[config.mk]
export PLATFORM = sky130hd
export DESIGN_NAME = mac_sequencer
export DESIGN_NICKNAME = d
export VERILOG_FILES = /design/src/rtl/mac_sequencer.sv
export SDC_FILE = /design/constraint.sdc
export NUM_CORES = 1
export LEC_CHECK = 0
export ABC_CLOCK_PERIOD_IN_PS = 2800
export CAP_MARGIN = 20
export CORE_MARGIN = 2
export CORE_UTILIZATION = 45
export DETAILED_ROUTE_END_ITERATION = 10
export GPL_TIMING_DRIVEN = 0
export HOLD_SLACK_MARGIN = 0.08
export PLACE_DENSITY_LB_ADDON = 0.05
export SETUP_SLACK_MARGIN = 0.05
export SKIP_LAST_GASP = 1
export SYNTH_ARGS = -nofsm -noshare
export SYNTH_HDL_FRONTEND = slang
export SYNTH_SLANG_ARGS = --single-unit
[constraint.sdc]
create_clock -name CLKEXT -period 2.8 [get_ports CLKEXT]
set_input_delay 0.56 -clock CLKEXT [delete_from_list [all_inputs] [get_ports CLKEXT]]
set_output_delay 0.56 -clock CLKEXT [all_outputs]
set_load 0.05 [all_outputs]
[src/rtl/mac_sequencer.sv]
// mac_sequencer
// Walks one fully-connected layer through an external 8x8->16 MAC.
// For each neuron: read bias, load it into the MAC, accumulate
// N_INPUTS products, then offer the 16-bit score on a valid/ready port.
// The argmax over all neuron scores is kept in CLASS.
//
// Ports:
//   CLKEXT, RST_SEQ         clock, synchronous active-high reset
//   START / BUSY / DONE     layer-level control and status
//   IN_ADDR/IN_DATA         input buffer, data one cycle after address
//   W_ADDR/W_DATA           weight ROM, data one cycle after address
//   B_ADDR/B_DATA           bias ROM, data one cycle after address
//   MAC_RST/MAC_EN          registered MAC controls (never both high)
//   MAC_A/MAC_B/MAC_BIAS    combinational pass-through of memory data
//   MAC_RESULT              MAC accumulator
//   SCORE/SCORE_IDX         neuron score and its index
//   SCORE_VALID/SCORE_READY score handshake: a score transfers on a rising
//                           edge where both are high; SCORE and SCORE_IDX
//                           stay stable while SCORE_VALID is high and
//                           SCORE_VALID never drops before the transfer.
//   CLASS                   argmax index, valid from DONE until next START
module mac_sequencer #(
   parameter int N_INPUTS  = 784,
   parameter int N_NEURONS = 10,
   parameter int IN_AW     = 10,
   parameter int W_AW      = 13,
   parameter int CLS_W     = 4
) (
   input  logic             CLKEXT,
   input  logic             RST_SEQ,
   input  logic             START,
   output logic             BUSY,
   output logic             DONE,
   output logic [IN_AW-1:0] IN_ADDR,
   input  logic [7:0]       IN_DATA,
   output logic [W_AW-1:0]  W_ADDR,
   input  logic [7:0]       W_DATA,
   output logic [CLS_W-1:0] B_ADDR,
   input  logic [7:0]       B_DATA,
   output logic             MAC_RST,
   output logic             MAC_EN,
   output logic [7:0]       MAC_A,
   output logic [7:0]       MAC_B,
   output logic [7:0]       MAC_BIAS,
   input  logic [15:0]      MAC_RESULT,
   output logic [15:0]      SCORE,
   output logic [CLS_W-1:0] SCORE_IDX,
   output logic             SCORE_VALID,
   input  logic             SCORE_READY,
   output logic [CLS_W-1:0] CLASS
);

   typedef enum logic [2:0] {
      S_IDLE, S_BIAS_RD, S_LOAD, S_ACCUM, S_SETTLE, S_OUT, S_FIN
   } state_t;

   localparam logic [IN_AW-1:0] K_LAST   = IN_AW'(N_INPUTS - 1);
   // Last k for which the next element's address still has to be issued.
   localparam logic [IN_AW-1:0] K_PEN    = IN_AW'(N_INPUTS - 2);
   localparam logic [CLS_W-1:0] N_LAST   = CLS_W'(N_NEURONS - 1);
   localparam logic [W_AW-1:0]  W_STRIDE = W_AW'(N_INPUTS);

   state_t state, state_nxt;

   // B_ADDR doubles as the neuron counter n.
   logic [IN_AW-1:0] k, k_nxt;
   logic [W_AW-1:0]  base, base_nxt;
   logic [15:0]      max_score, max_nxt;

   logic             busy_nxt, done_nxt, mac_rst_nxt, mac_en_nxt, score_valid_nxt;
   logic [IN_AW-1:0] in_addr_nxt;
   logic [W_AW-1:0]  w_addr_nxt;
   logic [CLS_W-1:0] b_addr_nxt, score_idx_nxt, cls_nxt;
   logic [15:0]      score_nxt;

   assign MAC_A    = IN_DATA;
   assign MAC_B    = W_DATA;
   assign MAC_BIAS = B_DATA;

   // Registered outputs are computed for the state being entered, so
   // MAC_RST is high during LOAD and MAC_EN during every ACCUM cycle.
   always_comb begin
      state_nxt       = state;
      busy_nxt        = BUSY;
      done_nxt        = 1'b0;
      mac_rst_nxt     = 1'b0;
      mac_en_nxt      = 1'b0;
      in_addr_nxt     = IN_ADDR;
      w_addr_nxt      = W_ADDR;
      b_addr_nxt      = B_ADDR;
      base_nxt        = base;
      k_nxt           = k;
      score_nxt       = SCORE;
      score_idx_nxt   = SCORE_IDX;
      score_valid_nxt = SCORE_VALID;
      cls_nxt         = CLASS;
      max_nxt         = max_score;

      case (state)
         S_IDLE: begin
            if (START) begin
               state_nxt  = S_BIAS_RD;
               busy_nxt   = 1'b1;
               b_addr_nxt = '0;
               base_nxt   = '0;
            end
         end
         S_BIAS_RD: begin
            state_nxt   = S_LOAD;
            mac_rst_nxt = 1'b1;
            in_addr_nxt = '0;
            w_addr_nxt  = base;
         end
         S_LOAD: begin
            // Element 0 arrives during ACCUM k=0; address element 1 now.
            state_nxt   = S_ACCUM;
            mac_en_nxt  = 1'b1;
            k_nxt       = '0;
            in_addr_nxt = IN_AW'(1);
            w_addr_nxt  = W_ADDR + W_AW'(1);
         end
         S_ACCUM: begin
            if (k == K_LAST) begin
               state_nxt = S_SETTLE;
            end else begin
               mac_en_nxt = 1'b1;
               k_nxt      = k + IN_AW'(1);
               if (k < K_PEN) begin
                  in_addr_nxt = IN_ADDR + IN_AW'(1);
                  w_addr_nxt  = W_ADDR + W_AW'(1);
               end
            end
         end
         S_SETTLE: begin
            state_nxt       = S_OUT;
            score_nxt       = MAC_RESULT;
            score_idx_nxt   = B_ADDR;
            score_valid_nxt = 1'b1;
            // Strict compare: ties keep the lowest neuron index.
            if (B_ADDR == '0 || MAC_RESULT > max_score) begin
               max_nxt = MAC_RESULT;
               cls_nxt = B_ADDR;
            end
         end
         S_OUT: begin
            if (SCORE_VALID && SCORE_READY) begin
               score_valid_nxt = 1'b0;
               if (B_ADDR == N_LAST) begin
                  state_nxt = S_FIN;
                  done_nxt  = 1'b1;
                  busy_nxt  = 1'b0;
               end else begin
                  state_nxt  = S_BIAS_RD;
                  b_addr_nxt = B_ADDR + CLS_W'(1);
                  base_nxt   = base + W_STRIDE;
               end
            end
         end
         S_FIN: begin
            state_nxt = S_IDLE;
         end
         default: begin
            state_nxt = S_IDLE;
         end
      endcase
   end

   always_ff @(posedge CLKEXT) begin
      if (RST_SEQ) begin
         state       <= S_IDLE;
         BUSY        <= 1'b0;
         DONE        <= 1'b0;
         MAC_RST     <= 1'b0;
         MAC_EN      <= 1'b0;
         IN_ADDR     <= '0;
         W_ADDR      <= '0;
         B_ADDR      <= '0;
         base        <= '0;
         k           <= '0;
         SCORE       <= '0;
         SCORE_IDX   <= '0;
         SCORE_VALID <= 1'b0;
         CLASS       <= '0;
         max_score   <= '0;
      end else begin
         state       <= state_nxt;
         BUSY        <= busy_nxt;
         DONE        <= done_nxt;
         MAC_RST     <= mac_rst_nxt;
         MAC_EN      <= mac_en_nxt;
         IN_ADDR     <= in_addr_nxt;
         W_ADDR      <= w_addr_nxt;
         B_ADDR      <= b_addr_nxt;
         base        <= base_nxt;
         k           <= k_nxt;
         SCORE       <= score_nxt;
         SCORE_IDX   <= score_idx_nxt;
         SCORE_VALID <= score_valid_nxt;
         CLASS       <= cls_nxt;
         max_score   <= max_nxt;
      end
   end

endmodule

# Yosys cells after proc, flatten, opt, wreduce, memory -nomap -nowiden
# Index checks and enable logic that the tools add are counted.
dict set report classes {
  add_sub_neg 5
  order_cmp 2
  n_eq_ne 14
  mux 31
  n_bitwise 2
  reduce_logical 16
}
# op n
set op_table {}
lappend op_table {{$mux W13} 5}
lappend op_table {{$pmux W13 S3} 1}
lappend op_table {{$mux W10} 3}
lappend op_table {{$pmux W10 S3} 1}
lappend op_table {{$pmux W13 S2} 1}
lappend op_table {{$add A10 B1 Y10 const B} 2}
lappend op_table {{$pmux W10 S2} 1}
lappend op_table {{$pmux W3 S6} 1}
lappend op_table {{$gt A16 B16 Y1} 1}
lappend op_table {{$ne A2 B2 Y1 const B} 7}
lappend op_table {{$add A13 B1 Y13 const B} 1}
lappend op_table {{$add A13 B10 Y13 const B} 1}
lappend op_table {{$mux W3} 4}
lappend op_table {{$mux W4} 3}
lappend op_table {{$eq A10 B10 Y1 const B} 1}
lappend op_table {{$lt A10 B10 Y1 const B} 1}
lappend op_table {{$pmux W4 S2} 1}
lappend op_table {{$reduce_and A4 Y1} 2}
lappend op_table {{$mux W1} 7}
lappend op_table {{$eq A3 B2 Y1 const B} 2}
lappend op_table {{$eq A3 B3 Y1 const B} 2}
lappend op_table {{$pmux W1 S2} 3}
lappend op_table {{$reduce_and A2 Y1} 3}
lappend op_table {{$reduce_and A3 Y1} 2}
lappend op_table {{other kinds (11)} 14}
dict set report word_totals {
  regBits 98
  input_bits 44
  out_inout_bits 80
  elab_cells 85
}

# Depth between registers and ports, before layout
# Gate-level depths: netlist of the first run.
dict set report depth {
  word_depth 4
  ltp_mapped 10
  depth_no_buf 8
}

# Worst setup path after synthesis of the first run
# OpenSTA, ideal clock, no wires.
dict set report synth_timing {
  path_kind {input port to flip-flop}
  from {input port MAC_RESULT[15]}
  to {register max_score[10]}
  setup_ns 0.072
  arrival_time_ns 2.260
  required_ns 2.728
  slack_ns 0.469
  path_stages 9
  path_buffers 2
  cell_sequence {ha_1 -> nand4_1 -> nor4_1 -> a21oi_1 -> o31a_1 -> a31oi_1 -> buf_2 -> buf_6 -> mux2i_1}
}
dict set report synth_between {
  elab_chain_len 3
}
# element line_no
set synth_lines {}
lappend synth_lines {{start: declaration} 45} ;# input logic [15:0] MAC_RESULT,
lappend synth_lines {{$gt A16 B16 Y1} 140} ;# if (B_ADDR == '0 || MAC_RESULT > max_score) begin
lappend synth_lines {{$logic_or A1 B1 Y1} 140}
lappend synth_lines {{$reduce_and A2 Y1 (no source line)} -}
lappend synth_lines {{end signal: assignment} 200} ;# max_score <= max_nxt;
lappend synth_lines {{end: declaration} 68} ;# logic [15:0] max_score, max_nxt;
# Every way passes these cells.
# A chain may end at the register's enable or synchronous reset.

# Worst setup path after layout of the first run
dict set report layout_timing {
  from {input port MAC_RESULT[15]}
  to {register max_score[6]}
}
# The elaborated chain is that of the path after synthesis.

==> results.md, run 1 <==
- Synthesis-to-layout area growth: 29.2%
- Sink Count: 94
- R2R Setup Slk: around 0.56 ns
- Initial Utilization: a little under half
- CTS HTree Levels: 3
- GRT overflow: 0
- Worst-case clock buffer depth: 2
- Num rows: 37
- Top-count cell post-synth: nand2_1
- Synthesized flop and latch total: 94
- Max-cap violation count: 0
- Ant diodes: 0
- Worst setup SP type: input port
- Share of the synthesized area in the top cell type: 39.8%
- RSZ-0062 raised after global routing: no
- Synth Area in Compound Gates: 15.2%
- Fin Clk Skew: roughly 0.0099 ns
- Syn nets: 647
- Register area: roughly 1900 um^2
- Final setup fails: 0
- Avg WL per Cell: roughly 14 um
- Die Span X: between 100 and 150 um
- Clk root buf: clkbuf_8
- Area leader, netlist: dfxtp_1
- Post-Synth Simple-Gate Area: between 20% and 30%
- Worst EP arrival: 2.80 ns
- Crit end category: register
- Core area: between 10,000 and 15,000 um^2
- Fin crit share: about nine tenths
- Outcome: complete, no violations
- GRT Total Usage: between 20% and 30%
- Yosys cell types: 54
- Mux cell area share after synthesis: under 10%
- Port buffer count: 99
- Vias in the first global route: between 4,000 and 5,000
- Post-synth EDFFs: 0
- Non-filler cells, final: 834
- Avg Inst Size Synth: 8.16 um^2
- Area share of xor/xnor cells in the synthesized design: 2.96%
- Num CTS Buffers: 9
- Largest net degree at the start of global routing: 16
- Vias: 4,395
- Worst Path Max Fanout: 10
- Crit Path Class: input port to register
- Peak Freq: about 400 MHz
- Main synth FF type: dfxtp_1
- Global placement routability congestion: slightly below 0.9
- Tmin final: between 2 and 3 ns
- Syn Inst Count: 580
- Worst hold path class: register to register
- TritonCTS clock tree: yes
- Core Util, Final: about 60%
- Area contributors post-synth: dfxtp_1 (40%), nand2_1 (8.4%), ha_1 (6.1%)
- Worst-margin pin slew: ~0.72 ns
- Placed Cells: 815
- First-pass GRT wire length: roughly 20 mm
- Final slew viol count: 0
- Leak: about 2.3 nW
- Initial DRC Count: approximately 200
- Area occupied by multi-input gates: 2470 um^2
- DRC errors left: 0
- Async S/R FF share, synth: 0%
- Clk pin slew, worst setup/hold paths: approximately 0.09 ns
- Adder-Cell Fraction of Synth Area: around 6.1%
- Largest family of logic cells by synthesized area: simple AND/OR/NAND/NOR gates
- PnR worst setup slack: roughly 0.24 ns
- CP required: 3.04 ns
- Antenna violations before repair: 0
- Router iterations before antenna repair: 4
- Final Hold Viols: 0
- Total wire length: ~12 mm
- Synth Cell Area: between 4000 and 5000 um^2
- Vias per inst: between 5 and 6
- Share of layout cells above drive strength 1: under 10%
- # fillers: a little under 1,000
- Slew headroom: between 50% and 60%
- Register area share after synthesis: 39.8%
- PwrDens: just over 500 nW/um^2
- Post-synth top cells: nand2_1 (106), dfxtp_1 (94), a21oi_1 (54), nor2_1 (48), buf_4 (24)
- Dpl ws: -0.428 ns
- Ys Warns: 0
- Post-route antenna net violation count: 0
- Final Net Count: 760
- Die height: 107 um
- Die area: 11,400 um^2
- IO Count: between 100 and 150
- Worst VDD drop: just over 0.3 mV
- DPL Wire Length: approximately 8.8 mm
- Clock latency on the worst-skew pair: between 0.3 and 0.4 ns
-- repair_timing --
action,4_1_cts,5_1_grt
setup buffers,0,3
pin swaps,0,1
resized for setup,2,0
endpoints found under the setup margin,10,10
hold buffers,0,0
-- cell families after synthesis --
| group | Yosys count |
|---|---|
| AO/OA/AOI/OAI | 114 |
| XOR/XNOR | 16 |
| adder cells (fa/ha/maj) | 23 |
| buffers and inverters | 74 |
| flip-flops | 94 |
| multiplexers | 24 |
| AND/OR/NAND/NOR | 235 |
-- layer usage --
metal | up-vias | global-route usage, % | routed length [um]
met5 | - | 0 | 0
met4 | 0 | 8.07 | 102
met3 | 6 | 3.62 | 674
met2 | 121 | 34.4 | 5550
met1 | 2048 | 30.4 | 5720
li1 | 2220 | - | -
-- where the power goes --
part	switching, mW	total [mW]	internal [mW]
Clock	0.481	0.891	0.410
Sequential	0.0477	1.43	1.39
Combinational	0.534	0.825	0.291
-- through the flow --
| stage | area (um^2) | hold slack (ns) | setup TNS (ns) | total power, mW |
|---|---|---|---|---|
| 2_1_floorplan | 4730 | 0.438 | 0 | 2.02 |
| 3_3_place_gp | 5890 | 0.441 | -5.25 | 2.27 |
| 3_5_place_dp | 5890 | 0.446 | -5.63 | 2.28 |
| 4_1_cts | 6090 | 0.458 | 0 | 3.17 |
| 5_1_grt | 6120 | 0.478 | 0 | 3.32 |
| 6_report | 6120 | 0.455 | 0 | 3.15 |
-- flip-flops by register name, summed over array words and instances (netlist names) --
signal       flops
SCORE           16
max_score       16
CLASS            4
MAC_EN           1
base             9
IN_ADDR         10
state            3
SCORE_VALID      1
BUSY             1
MAC_RST          1
B_ADDR           4
W_ADDR          13
DONE             1
SCORE_IDX        4
k               10
-- cell type report --
class	instances	share of cell area, %
Inverter	21	1.29
Clock buffer	10	2.09
Sequential cell	94	30.8
Buffer	53	5.11
Clock inverter	6	1.02
Tap cell	136	2.78
Timing Repair Buffer	102	16.6
Multi-Input combinational cell	412	40.4
-- worst paths after layout --
path,startpoint,to,cells past startpoint
max,MAC_RESULT[15],max_score[6]$_SDFFE_PP0P_,9
min,SCORE[2]$_SDFFE_PP0P_,SCORE[2]$_SDFFE_PP0P_,2
max reg2reg,max_score[10]$_SDFFE_PP0P_,max_score[6]$_SDFFE_PP0P_,10
min reg2reg,SCORE[2]$_SDFFE_PP0P_,SCORE[2]$_SDFFE_PP0P_,2
-- placed cells by master, fill, tap and decap left out, types with 3 or more instances in the layout --
cell and count:
nor3_1 18, nand3b_1 4, a311oi_1 4, dfxtp_1 94
nor2b_1 4, a21o_1 5, clkinvlp_4 3, a31oi_1 3
o211ai_1 3, a211oi_1 4, a21oi_1 54, clkdlybuf4s50_1 99
nand3_1 15, xor2_1 11, buf_4 28, a22oi_1 6
clkbuf_1 21, inv_1 21, or3_1 5, nand4_1 13
nor4_1 4, and3_1 9, clkbuf_8 9, mux2_2 3
nor2_1 48, o21ai_0 16, mux2i_1 21, buf_2 4
nand2_1 106, ha_1 23, xnor2_1 5
-- critical path, cell delays in order --
cell	delay (ns)
clkdlybuf4s50_1	0.48
ha_1	0.35
nand4_1	0.18
o311ai_0	0.49
o31a_1	0.26
a31oi_1	0.06
buf_4	0.15
buf_6	0.15
mux2i_1	0.13
(Power assumes the default switching activity.)
==> run 2, diff against run 1 <==
SLEW_MARGIN = 25   (was default)
==> results of run 2 <==
The final DEF is identical to that of run 1; final timing and power are the same.
==> run 3, diff against run 2 <==
CORE_UTILIZATION = 49   (was 45)
==> results.md, run 3 (same netlist as run 1, synthesis figures left out) <==
- Clk pin slew, worst setup/hold paths: 0.09 ns (about the same)
- Crit end category: register
- Router iterations before antenna repair: 5 (+1)
- Clock latency on the worst-skew pair: 0.36 ns (about the same)
- CP required: 3.04 ns (about the same)
- Tmin final: 2.62 ns (+0.0575 ns)
- Largest regs: SCORE x16, max_score x16, W_ADDR x13
- Core area: 9330 um^2 (-9.2%)
- Post-route antenna net violation count: 0 (unchanged)
- DRC errors left: 0 (unchanged)
- Final Net Count: 761 (+0.13%)
- Global placement routability congestion: 0.914 (+5.6%)
- Buffers & Inverters on Critical Path: 3 (unchanged)
- Leak: 2.32 nW (+1.0%)
- Crit path cell chain: clkdlybuf4s50_1 > ha_1 > nand4_1 > o311ai_0 > o31a_1 > a31oi_1 > buf_4 > buf_6 > mux2i_1
- Ant diodes: 0 (unchanged)
- CTS HTree Levels: 3 (unchanged)
- Worst hold path class: register to register
- Crit Path Class: input port to register
- Worst EP arrival: 2.86 ns (+0.06 ns)
- Slew headroom: 50.8% (-1.0 points)
- Critical Path Stages: 9 (unchanged)
- Worst R2R Path Depth: 9 (-1)
- TritonCTS clock tree: yes
- GRT Total Usage: 23.4% (+1.4 points)
- Num rows: 35 (-5.4%)
- Largest net degree at the start of global routing: 18 (+2)
- Die area: 10,500 um^2 (-7.9%)
- Peak Freq: 382 MHz (-2.2%)
- GRT overflow: 0 (unchanged)
- DP Area: 5890 um^2 (-0.15%)
- Die Span X: 102 um (-4.0%)
- Worst Path Max Fanout: 10 (unchanged)
- Sink Count: 94 (unchanged)
- CP max stage delay: 0.50 ns (about the same)
- Vias: 4,515 (+2.7%)
- Worst-case clock buffer depth: 2 (unchanged)
- Crit path max-delay cell type: o311ai_0
- Share of layout cells above drive strength 1: 9.01% (+0.42 points)
- Avg WL per Cell: 14.7 um (+1.6%)
- Fin crit share: 93.4% (+2.1 points)
- Outcome: complete, no violations
- Antenna violations before repair: 0 (unchanged)
- Total wire length: 12.2 mm (+0.82%)
- Vias in the first global route: 4,279 (+2.6%)
- DPL Wire Length: 8.96 mm (+1.3%)
- Worst-margin pin slew: 0.733 ns (+0.0150 ns)
- PwrDens: 522 nW/um^2 (+1.3%)
- Final slew viol count: 0 (unchanged)
- Post-route cell area: 6140 um^2 (+0.41%)
- Top Family by Delay on Critical Path: compound AO/OA/AOI/OAI gates
- Port buffer count: 99 (unchanged)
- Num CTS Buffers: 9 (unchanged)
- Clk root buf: clkbuf_8
- Synthesis-to-layout area growth: 29.7%
- Worst hold stages: 2 (unchanged)
- Max-cap violation count: 0 (unchanged)
- Worst setup SP type: input port
- Total Power: 3.21 mW (+1.7%)
- Vias per inst: 5.45 (+3.5%)
- Final Hold Viols: 0 (unchanged)
- Worst VDD drop: 0.377 mV (+23%)
- IO Count: 124 (unchanged)
- Initial DRC Count: 292 (+48%)
- Most common cell after layout, fill and taps aside: nand2_1
- RSZ-0062 raised after global routing: no
- Initial Utilization: 50.7% (+4.7 points)
- Most frequent cells in the layout: nand2_1 (106), clkdlybuf4s50_1 (99), dfxtp_1 (94)
- First-pass GRT wire length: 19.6 mm (-2.8%)
- Final setup fails: 0 (unchanged)
- Fin Clk Skew: 0.0165 ns (+0.00659 ns)
- Die height: 102 um (-4.0%)
## run 3: cell types whose count changed in the layout (fill, tap and decap cells not counted)
cell        before  now
inv_6            0    3
clkinv_2         2    0
a21boi_0         1    0
a21boi_2         0    1
buf_4           28   29
clkbuf_1        21   20
clkinv_4         0    1
clkinvlp_4       3    2
nor4_2           1    0
nor4_4           1    2
## run 3: tightest hold or removal path, delay by kind of cell, from the launching register on
family           cells  cell delay, ns
AND/OR/NAND/NOR      1            0.05
AO/OA/AOI/OAI        1            0.05
flip-flops           1            0.32
## run 3: path summary, 6_finish.rpt
path	from	to	slack, ns
worst max-delay path	MAC_RESULT[15]	max_score[9]$_SDFFE_PP0P_	0.18
worst min register to register	SCORE[7]$_SDFFE_PP0P_	SCORE[7]$_SDFFE_PP0P_	0.46
worst min-delay path	SCORE[7]$_SDFFE_PP0P_	SCORE[7]$_SDFFE_PP0P_	0.46
worst max register to register	max_score[15]$_SDFFE_PP0P_	max_score[9]$_SDFFE_PP0P_	0.54
## run 3: timing repair
item,in CTS,in global routing
resized for setup,2,3
setup endpoints to repair,10,13
hold buffers,0,0
buffers inserted,0,4
endpoints found under the hold margin,0,0
pin swaps,0,4
## run 3: cell type report
cell class | count | area, um^2
Clock inverter | 7 | 80.1
Multi-Input combinational cell | 412 | 2480
Clock buffer | 9 | 124
Tap cell | 129 | 161
Inverter | 21 | 78.8
Buffer | 53 | 313
Sequential cell | 94 | 1880
Timing Repair Buffer | 103 | 1020
Fill cell | 838 | 3190
## run 3: stage by stage
stage / cells / TNS [ns] / hold WS (ns) / utilization, % / worst slack (ns)
finish: 828 / 0 / 0.456 / 65.8 / 0.184
global route: 828 / 0 / 0.484 / 65.8 / 0.0714
CTS: 824 / 0 / 0.460 / 65.4 / 0.0746
detailed placement: 808 / -5.93 / 0.448 / 63.1 / -0.438
global placement: 808 / -5.20 / 0.440 / 63.1 / -0.374
floorplan: 580 / 0 / 0.438 / - / 0.469
## run 3: report_power, final
| group | internal (mW) | switching [mW] | leakage, nW | total [mW] |
|---|---|---|---|---|
| registers | 1.39 | 0.0481 | 0.759 | 1.44 |
| clock network | 0.424 | 0.516 | 0.0968 | 0.940 |
| logic | 0.292 | 0.538 | 1.46 | 0.831 |
## run 3: layer usage
| layer | up-vias | wire length [um] | share of wire, % | track usage (%) |
|---|---|---|---|---|
| li1 | 2219 | - | - | - |
| met1 | 2099 | 5410 | 45 | 29.5 |
| met2 | 178 | 5850 | 48 | 40.9 |
| met3 | 19 | 729 | 6.0 | 3.56 |
| met4 | 0 | 160 | 1.3 | 7.59 |
| met5 | - | 0 | 0 | 0 |
